==> src/rtl/code_encoder.sv <==
// code_encoder: packs decoded instruction fields into 32-bit instruction words.
// Each packed word is written to the next instruction-memory address in a load run.
//
//   state | meaning
//   ------+------------------------------------------------------------
//   IDLE  | waiting for start; wrapped holds the result of the last run
//   RUN   | accepting one instruction per handshake and writing it out
//   DONE  | single-cycle end-of-run pulse; the last write is visible here
module code_encoder #(
    parameter int ADDR_W = 16
) (
    input  logic              clk,
    input  logic              rst,
    input  logic              start,
    input  logic [ADDR_W-1:0] base_addr,
    input  logic [ADDR_W-1:0] count,
    input  logic              in_valid,
    output logic              in_ready,
    input  logic [5:0]        in_opcode,
    input  logic [4:0]        in_rd,
    input  logic [4:0]        in_rs1,
    input  logic [4:0]        in_rs2,
    input  logic [4:0]        in_shamt,
    input  logic [15:0]       in_imm,
    output logic              mem_we,
    output logic [ADDR_W-1:0] mem_addr,
    output logic [31:0]       mem_wdata,
    output logic              busy,
    output logic              done,
    output logic              wrapped
);

    typedef enum logic [1:0] {
        IDLE = 2'd0,
        RUN  = 2'd1,
        DONE = 2'd2
    } state_t;

    state_t            state;
    state_t            next_state;
    logic [ADDR_W-1:0] addr_cnt;
    logic [ADDR_W-1:0] remain;
    logic              xfer;
    logic              load_run;
    logic              clear_wrap;
    logic [31:0]       enc_word;

    // Opcodes 1..15 are register-register; everything else carries a 16-bit immediate.
    function automatic logic is_r_type(input logic [5:0] op);
        return (op[5:4] == 2'b00) && (op != 6'd0);
    endfunction

    // Build the instruction word; fields unused by the chosen format are dropped.
    function automatic logic [31:0] encode(
        input logic [5:0]  op,
        input logic [4:0]  rd,
        input logic [4:0]  rs1,
        input logic [4:0]  rs2,
        input logic [4:0]  shamt,
        input logic [15:0] imm
    );
        logic [31:0] word;
        if (is_r_type(op)) begin
            word = {op, rd, rs1, rs2, shamt, 6'b000000};
        end else begin
            word = {op, rd, rs1, imm};
        end
        return word;
    endfunction

    // Combinational packing of the currently presented fields.
    always_comb begin
        enc_word = encode(in_opcode, in_rd, in_rs1, in_rs2, in_shamt, in_imm);
    end

    // State register.
    always_ff @(posedge clk) begin
        if (rst) begin
            state <= IDLE;
        end else begin
            state <= next_state;
        end
    end

    // Next-state decode and state-derived handshake/status outputs.
    always_comb begin
        next_state = state;
        in_ready   = 1'b0;
        busy       = 1'b0;
        done       = 1'b0;
        xfer       = 1'b0;
        load_run   = 1'b0;
        clear_wrap = 1'b0;
        case (state)
            IDLE: begin
                if (start) begin
                    clear_wrap = 1'b1;
                    if (count != '0) begin
                        load_run   = 1'b1;
                        next_state = RUN;
                    end else begin
                        next_state = DONE;
                    end
                end
            end
            RUN: begin
                in_ready = 1'b1;
                busy     = 1'b1;
                xfer     = in_valid;
                if (in_valid && (remain == ADDR_W'(1))) begin
                    next_state = DONE;
                end
            end
            DONE: begin
                done       = 1'b1;
                next_state = IDLE;
            end
            default: begin
                next_state = IDLE;
            end
        endcase
    end

    // Run counters, sticky wrap flag and the registered memory write port.
    always_ff @(posedge clk) begin
        if (rst) begin
            addr_cnt  <= '0;
            remain    <= '0;
            wrapped   <= 1'b0;
            mem_we    <= 1'b0;
            mem_addr  <= '0;
            mem_wdata <= '0;
        end else begin
            mem_we <= xfer;
            if (load_run) begin
                addr_cnt <= base_addr;
                remain   <= count;
            end
            if (clear_wrap) begin
                wrapped <= 1'b0;
            end
            if (xfer) begin
                mem_addr  <= addr_cnt;
                mem_wdata <= enc_word;
                addr_cnt  <= addr_cnt + 1'b1;
                remain    <= remain - 1'b1;
                if (&addr_cnt) begin
                    wrapped <= 1'b1;
                end
            end
        end
    end

endmodule

==> config.mk <==
export PLATFORM = sky130hd
export DESIGN_NAME = code_encoder
export DESIGN_NICKNAME = d
export VERILOG_FILES = /design/src/rtl/code_encoder.sv
export SDC_FILE = /design/constraint.sdc
export NUM_CORES = 1
export LEC_CHECK = 0
export ABC_AREA = 1
export CORE_MARGIN = 2
export CORE_UTILIZATION = 51
export DETAILED_ROUTE_END_ITERATION = 8
export PLACE_DENSITY = 0.95
export SYNTH_ARGS = -nofsm -noshare
export SYNTH_HDL_FRONTEND = slang
export SYNTH_SLANG_ARGS = --single-unit
==> constraint.sdc <==
create_clock -name clk -period 2.8 [get_ports clk]
set_input_delay 0.84 -clock clk [delete_from_list [all_inputs] [get_ports clk]]
set_output_delay 0.84 -clock clk [all_outputs]
set_load 0.05 [all_outputs]
---- After elaboration in Yosys (flattened, before gate mapping) ----
Cells that the tools add are included.
word-level totals
  register bits after elaboration ......... 84
  input port bits ......................... 78
  output and inout bits ................... 53
  logic and storage cells ................. 43
operators by class
  add/sub/neg operators ................... 2
  equality and inequality tests ........... 5
  multiplexer cells ....................... 20
  reduce and logical (&&, ||, !) cells .... 9
operators by type and width
  kind                                                 number
  two-way mux 16 bit                                   5
  adder 16 x 1 -> 16 bit (second input constant)       1
  == test 16 x 1 -> 1 bit (second input constant)      1
  AND reduction 16 bit                                 1
  nonzero test 16 bit                                  1
  subtractor 16 x 1 -> 16 bit (second input constant)  1
  two-way mux 1 bit                                    11
  two-way mux 2 bit                                    3
  nonzero test 6 bit                                   1
  zero test 2 bit                                      2
  inequality test 2 bit (second input constant)        2
  one-hot mux 2 bit (2 select lines)                   1
  == test 2 x 1 -> 1 bit (second input constant)       1
  == test 2 bit (second input constant)                1
  logical AND 1 bit                                    2
  AND reduction 2 bit                                  1
  nonzero test 2 bit                                   1

---- Depth between registers and ports, before layout ----
Gate-level depths: netlist of run 1.
  word-level depth ........................ 6
  gate-level depth with buffers ........... 11
  gate-level depth less buffers ........... 11

---- Least setup slack after synthesis of run 1 ----
Ideal clock, no wire load.
  path type ............................... flip-flop to output port
  start point ............................. register state[1]
  end point ............................... output done
  arrival time ............................ 1.156 ns
  data required time ...................... 1.960 ns
  setup slack ............................. 0.804 ns
  stages on the path, launching flop included .. 3
  path buffers ............................ 0
  cell sequence ........................... dfxtp_1 inv_1 nor2_1
on the way
  longest elaborated chain between the ends .. 2
ends and longest elaborated chain
  element                 line  RTL
  from (decl)             39    state_t state;
  from (signal assigned)  81    state <= next_state;
  == test 2 bit           94    case (state)
  two-way mux 1 bit       94
  to (decl)               29    output logic done,
Every way passes these cells.

---- Worst setup path in the final report of run 1 ----
  start point ............................. register state[0]
  end point ............................... output in_ready
on the way
  longest elaborated chain between the ends .. 2
ends and longest elaborated chain
  element                 line  RTL
  == test 2 x 1 -> 1 bit  94
  two-way mux 1 bit       94
  to (decl)               18    output logic in_ready,
Every way passes these cells.

==> results of run 1 <==
==> Yosys cell counts (3+ instances only) <==
cell	n
nand4_1	4
buf_2	13
o21ai_0	51
nand3_1	53
nor3_2	8
nand2_1	155
nor2_4	8
ha_1	3
a31oi_1	10
buf_6	6
o21a_1	5
dfxtp_1	84
inv_1	40
nand2_4	3
nor2_1	131
a21oi_1	27
clkbuf_1	8
o21ai_1	7
nor2_2	5
buf_4	4
==> state kept, by name, indices dropped and copies added (netlist names) <==
name and flops:
mem_we 1, addr_cnt 16, mem_addr 16, wrapped 1
state 2, mem_wdata 32, remain 16
==> final cells by class <==
class                           instances  area share [%]
Multi-Input combinational cell        487            39.2
Sequential cell                        84            28.5
Timing Repair Buffer                  140            24.0
Inverter                               42            2.67
Clock buffer                           11            2.40
Tap cell                              105            2.23
Clock inverter                          5            1.02
==> where the power goes <==
group / total, W / switching [W] / leakage (nW) / internal [W]
Clock: 0.000891 / 0.000450 / 0.0999 / 0.000440
Combinational: 0.000938 / 0.000582 / 1.67 / 0.000356
Sequential: 0.00139 / 0.0000958 / 0.689 / 0.00130
==> layout by cell type, fill, tap and decap left out, types with 2 or more instances in the layout <==
| cell type | netlist | layout |
|---|---|---|
| nor2_1 | 131 | 131 |
| ha_1 | 3 | 3 |
| nand2_4 | 3 | 3 |
| nor3_2 | 8 | 8 |
| clkbuf_8 | 0 | 10 |
| nor2_2 | 5 | 4 |
| nor3_1 | 2 | 2 |
| buf_4 | 4 | 7 |
| nand4_1 | 4 | 4 |
| nand2_1 | 155 | 155 |
| o21ai_0 | 51 | 51 |
| o21a_1 | 5 | 5 |
| inv_1 | 40 | 40 |
| clkdlybuf4s50_1 | 0 | 130 |
| buf_12 | 1 | 3 |
| nand3_1 | 53 | 53 |
| a31oi_1 | 10 | 10 |
| a21oi_1 | 27 | 27 |
| o21ai_1 | 7 | 7 |
| nor2_4 | 8 | 9 |
| xor2_1 | 2 | 2 |
| dfxtp_1 | 84 | 84 |
==> through the flow <==
stage,power [W],worst slack (ns)
global placement,0.00232,0.230
floorplan,0.00202,0.804
global route,0.00338,0.0422
detailed placement,0.00235,0.118
finish,0.00322,0.129
CTS,0.00323,0.105
==> metal layers <==
| metal | vias to the layer above | global-route usage, % | share of wire (%) |
|---|---|---|---|
| met2 | 201 | 50.5 | 49 |
| met3 | 33 | 9.39 | 9.3 |
| li1 | 2312 | - | - |
| met1 | 2172 | 31.4 | 39 |
| met4 | 0 | 11.3 | 2.6 |
| met5 | - | 0 | 0 |
==> worst min-delay path: stages (launching register included) <==
cell and delay (ns):
dfxtp_1 0.31, nand2_1 0.06, a21oi_1 0.05
==> worst max path at each step <==
stage	start	endpoint	slack (ns)	cells past startpoint
global route	state[1]	done	0.04	3
global placement	count[1]	addr_cnt[1]	0.23	10
detailed placement	count[5]	remain[8]	0.12	10
floorplan	state[1]	done	0.80	2
CTS	state[0]	in_ready	0.10	3
finish	state[0]	in_ready	0.13	3
==> cells by family (layout without fill, tap and decap cells) <==
group                      Yosys count  count (layout)  share of synthesized area (%)
AOI/OAI and AO/OA                  105             105                           13.0
buffers and inverters               74             198                           8.50
xor gates and xnor gates             2               2                          0.402
and+or+nand+nor                    377             377                           38.6
adders and majority gates            3               3                          0.862
DFF                                 84              84                           38.6
==> flow_summary_export.csv, run 1 <==
group,metric,value,unit
route,vias,4718,
floorplan,dieWidth,96.4,um
synthesis,synth_nets,726,
setup_path,r2r-start,"addr_cnt[1]",
setup_path,cp-start-kind,"register",
sta,period_needed,2.67,ns
sta,worst_pin_slew,0.557,ns
cells_and_area,fin_area,5890,um^2
route,drt_pre_antenna_iters,5,
clock_tree,clock_latency,0.36,ns
pwr,ir_worst_vdd,343,uV
min_path,hp-class,"register to register",
synthesis,syn_area_per_cell,6.75,um^2
setup_path,critPathArrivalTime,1.83,ns
clock_tree,cts_tree,"built",
synthesis,yosysTopAreaCellShare,38.6,%
min_path,worstHoldPathCells,2,
global_route,grt_pass1_wl,20700,um
cells_and_area,drive_gt1_share,7.41,%
global_route,grt_pass1_vias,4639,
clock_tree,cts_resized,0,
synthesis,ys.flop_type,"dfxtp_1",
setup_path,slowest_stage,"clkdlybuf4s50_1",
sta,finalSetupTns,0,ns
pwr,p_per_area,546,nW/um^2
clock_tree,htree_levels,3,
cells_and_area,fin_cells,874,
route,via_per_inst,5.40,
floorplan,rows,33,
floorplan,die_y,96.4,um
route,routed_wl,12700,um
floorplan,io_pins,131,
synthesis,ys_seq_area_share,38.6,%
synthesis,synth.area.top_cells,"dfxtp_1, nand2_1, nor2_1, nand3_1, o21ai_0",
sta,grt_setup_unrepaired,"no",
setup_path,cp_num_buf_inv,2,
setup_path,path_cells,"inv_2, nor2_4, clkdlybuf4s50_1",
route,postRouteAntennaNets,0,
min_path,worstHoldStart,"mem_addr[5]",
setup_path,path_class,"register to output port",
cells_and_area,num-fill-cells,648,
synthesis,yosys.area.top_type,"dfxtp_1",
clock_tree,cts_setup_buffers,0,
sta,hold_violations,0,
floorplan,initial_core_util,52.7,%
sta,slew_headroom,62.8,%
floorplan,coreArea,8260,um^2
setup_path,regToRegEndpoint,"addr_cnt[14]",
floorplan,dieArea,9290,um^2
clock_tree,numCtsBuffers,9,
place,postPlaceCellArea,5690,um^2
clock_tree,ctsHoldBuffers,0,
cells_and_area,area_growth,35.3,%
synthesis,synth_seq_cells,84,
cells_and_area,seqCellArea,1680,um^2
outcome,status,"complete, no violations",
route,drc,0,
job,maxCapViolCount,0,
route,drt-wirelength-per-cell,14.5,um
cells_and_area,antenna_cells,0,
min_path,holdPathEnd,"mem_addr[5]",
place,port_buffers,130,
synthesis,yosysWarnings,0,
sta,hold_slack,0.468,ns
place,dp_cells,858,
place,hpwl,9190,um
setup_path,endpoint_kind,"output port",
route,drt-initial-drc-count,301,
synthesis,async_flop_share,0,%
global_route,grt_max_degree,66,
setup_path,r2r_cells,10,
place,place_congestion,0.929,
cells_and_area,nNetsFinal,845,
setup_path,cpLargestDelayFamily,"buffers and inverters",
sta,slew_violations,0,
clock_tree,clock-sinks,84,
setup_path,worstPathRequired,1.96,ns
synthesis,synth_edf_count,0,
synthesis,syn_area,4360,um^2
clock_tree,cts.path.max_buffers,2,
global_route,grt.total_usage,28.5,%
clock_tree,root_buffer,"clkbuf_8",
setup_path,r2r_setup_slack,0.86,ns
sta,fin_skew,0.00947,ns
synthesis,ys_types,38,
pwr,p_leak,2.46,nW
synthesis,synthCells,645,
global_route,grt_overflow,0,
sta,fmax,374,MHz
clock_tree,path_clk_slew,0.08,ns
global_route,antenna_found_initial,0,
sta,min_period_over_period,95.4,%
cells_and_area,fin_util,71.4,%
sta,setup_viol,0,
cells_and_area,multi_input_area,2310,um^2
setup_path,cp_max_fo,4,
setup_path,cpPeakStageDelay,0.82,ns
Note: power is estimated with default switching activity, not from simulation.
==> run 2, diff against run 1 <==
- CTS_CLUSTER_DIAMETER: not set -> 80
==> results of run 2 <==
Final layout, timing and power as in run 1 (identical DEF).
==> run 3, diff against run 2 <==
- ABC_AREA: 1 -> not set
- CORE_UTILIZATION: 51 -> 49
==> run 3 against run 2 <==
Compared with the run above:
- wire length is 10% lower
- worst hold slack lost 0.011 ns
- clock power is 5.9% higher
- sequential share of layout area grew 2.5 points
- via count shrank 15%
- clock-buffer cell count shrank 2
- critical path type is now primary input to register
- critical endpoint is now addr_cnt[15]
- largest power group unchanged
==> flow_summary_export.csv, run 3 <==
group,metric,value,unit
floorplan,die_y,91.7,um
sta,period_needed,2.74,ns
setup_path,path_class,"primary input to register",
sta,slew_headroom,45.7,%
pwr,finalPower,0.00298,W
sta,hold_violations,0,
synthesis,syn_area,3770,um^2
synthesis,yosysWarnings,0,
outcome,status,"complete, no violations",
floorplan,initial_core_util,51.4,%
sta,fmax,364,MHz
pwr,p_per_area,550,nW/um^2
global_route,grt.total_usage,27.1,%
floorplan,coreArea,7330,um^2
global_route,antenna_found_initial,0,
sta,worst_pin_slew,0.813,ns
synthesis,syn_area_per_cell,8.15,um^2
clock_tree,numCtsBuffers,9,
cells_and_area,drive_gt1_share,7.60,%
cells_and_area,largest_register,"mem_wdata",
global_route,grt_overflow,0,
clock_tree,htree_levels,3,
clock_tree,clock_latency,0.35,ns
route,via_per_inst,5.79,
setup_path,cp-start-kind,"primary input",
synthesis,ys.flop_type,"dfxtp_1",
route,vias,4002,
floorplan,dieArea,8410,um^2
sta,fin_skew,0.00703,ns
cells_and_area,seqCellArea,1680,um^2
synthesis,synth.area.top_cells,"dfxtp_1, a21oi_1, nand2_1, nor2_1, nand3_1",
place,postPlaceCellArea,5210,um^2
cells_and_area,nNetsFinal,669,
cells_and_area,fin_util,74.0,%
route,postRouteAntennaNets,0,
cells_and_area,largest_reg_flops,32,
route,drt_pre_antenna_iters,5,
setup_path,cp_max_fo,26,
synthesis,ys_top_cells_by_count,"nand2_1, dfxtp_1, a21oi_1",
job,maxCapViolCount,0,
global_route,grt_pass1_wl,18400,um
cells_and_area,fin_area,5420,um^2
route,drc,0,
synthesis,synth_most_common_cell,"nand2_1",
clock_tree,cts_tree,"built",
pwr,p_leak,1.93,nW
clock_tree,cts.path.max_buffers,2,
cells_and_area,final_common_cell,"clkdlybuf4s50_1",
clock_tree,clock-sinks,84,
route,routed_wl,11400,um
sta,hold_slack,0.456,ns
route,drt-initial-drc-count,362,
setup_path,endpoint_kind,"register",
synthesis,ys_seq_area_share,44.6,%
place,place_congestion,0.946,
sta,slew_violations,0,
place,port_buffers,130,
synthesis,synth_seq_cells,84,
synthesis,synth_nets,543,
cells_and_area,num-fill-cells,534,
min_path,hp-class,"register to register",
synthesis,synthCells,462,
clock_tree,root_buffer,"clkbuf_8",
sta,setup_viol,0,
sta,min_period_over_period,98.0,%
sta,finalSetupTns,0,ns
synthesis,yosysTopAreaCellShare,44.6,%
place,hpwl,8330,um
sta,grt_setup_unrepaired,"no",
synthesis,yosys.area.top_type,"dfxtp_1",
floorplan,dieWidth,91.7,um
cells_and_area,antenna_cells,0,
global_route,grt_pass1_vias,3894,
route,drt-wirelength-per-cell,16.5,um
setup_path,worstPathRequired,3.02,ns
global_route,grt_max_degree,45,
synthesis,async_flop_share,0,%
cells_and_area,layout_common_cells,"clkdlybuf4s50_1, nand2_1, dfxtp_1, a21oi_1, nor2_1",
cells_and_area,multi_input_area,1920,um^2
floorplan,rows,31,
synthesis,synth_edf_count,0,
synthesis,ys_types,53,
cells_and_area,area_growth,43.9,%
floorplan,io_pins,131,
pwr,ir_worst_vdd,307,uV
clock_tree,path_clk_slew,0.08,ns
setup_path,critPathArrivalTime,2.96,ns
run 3: cell count changes after synthesis, sizes merged, moves of 5 or more:
| cell | previous run | this run |
|---|---|---|
| clkbuf | 8 | 13 |
| a211oi | 0 | 11 |
| mux2i | 0 | 10 |
| nor2 | 144 | 41 |
| nor4 | 1 | 10 |
| nand3 | 54 | 21 |
| a21oi | 28 | 69 |
| nand2 | 159 | 88 |
| o21ai | 58 | 10 |
| buf | 24 | 19 |
| inv | 41 | 4 |
| a2111oi | 0 | 7 |
run 3: path summary, 6_finish.rpt:
check | startpoint | end | slack [ns] | depth (start not counted)
worst max-delay path | count[5] | addr_cnt[15] | 0.06 | 8
worst min-delay path | mem_addr[12] | mem_addr[12] | 0.46 | 2
worst max register to register | remain[0] | remain[10] | 0.70 | 7
worst min register to register | mem_addr[12] | mem_addr[12] | 0.46 | 2
run 3: worst max-delay path, cell delays in order:
cell	delay, ns
clkdlybuf4s50_1	0.44
nor4_1	0.43
and4_1	0.30
buf_4	0.16
nand2b_2	0.16
buf_12	0.17
nor2_1	0.05
a2111oi_0	0.40
run 3: metal layers:
metal	share of wire [%]	up-vias	track usage (%)
met3	7.4	35	5.83
met2	52	203	48.6
met4	3.2	0	12.0
li1	-	1919	-
met1	38	1845	30.7
met5	0	-	0
run 3: kinds of logic (layout without fill, tap and decap cells):
group,count (synthesis),after routing,share of synthesized area (%)
DFF,84,84,44.6
AOI/OAI and AO/OA,130,130,22.0
and+or+nand+nor,197,197,24.8
muxes,10,10,2.66
xor gates and xnor gates,2,2,0.465
buffers and inverters,36,166,4.52
adders and majority gates,3,3,0.996
run 3: layout make-up:
type                       instances  share of cell area, %
clock buffer                       9                   2.28
clock inverter                     6                   1.62
inverter                           4                  0.277
multi-input combinational        342                   35.4
sequential                        84                   31.0
tap                               99                   2.28
timing repair buffer             147                   27.1
run 3: power breakdown:
part           leakage [nW]  total (W)  switching (W)  internal (W)
Combinational          1.13   0.000690       0.000396      0.000294
Sequential            0.686    0.00135      0.0000801       0.00127
Clock                 0.110   0.000944       0.000443      0.000501
run 3: repair_timing:
| action | CTS | global route |
|---|---|---|
| gates resized for setup | 3 | 0 |
| hold buffers | 0 | 0 |
| hold endpoints to repair | 0 | 0 |
| setup buffers | 0 | 0 |
| setup endpoints to repair | 5 | 0 |
run 3: per-stage QoR:
step | setup slack [ns] | instances
floorplan | 0.383 | 462
finish | 0.0563 | 691
global placement | -0.349 | 676
CTS | 0.134 | 691
detailed placement | -0.566 | 676
global route | 0.0494 | 691
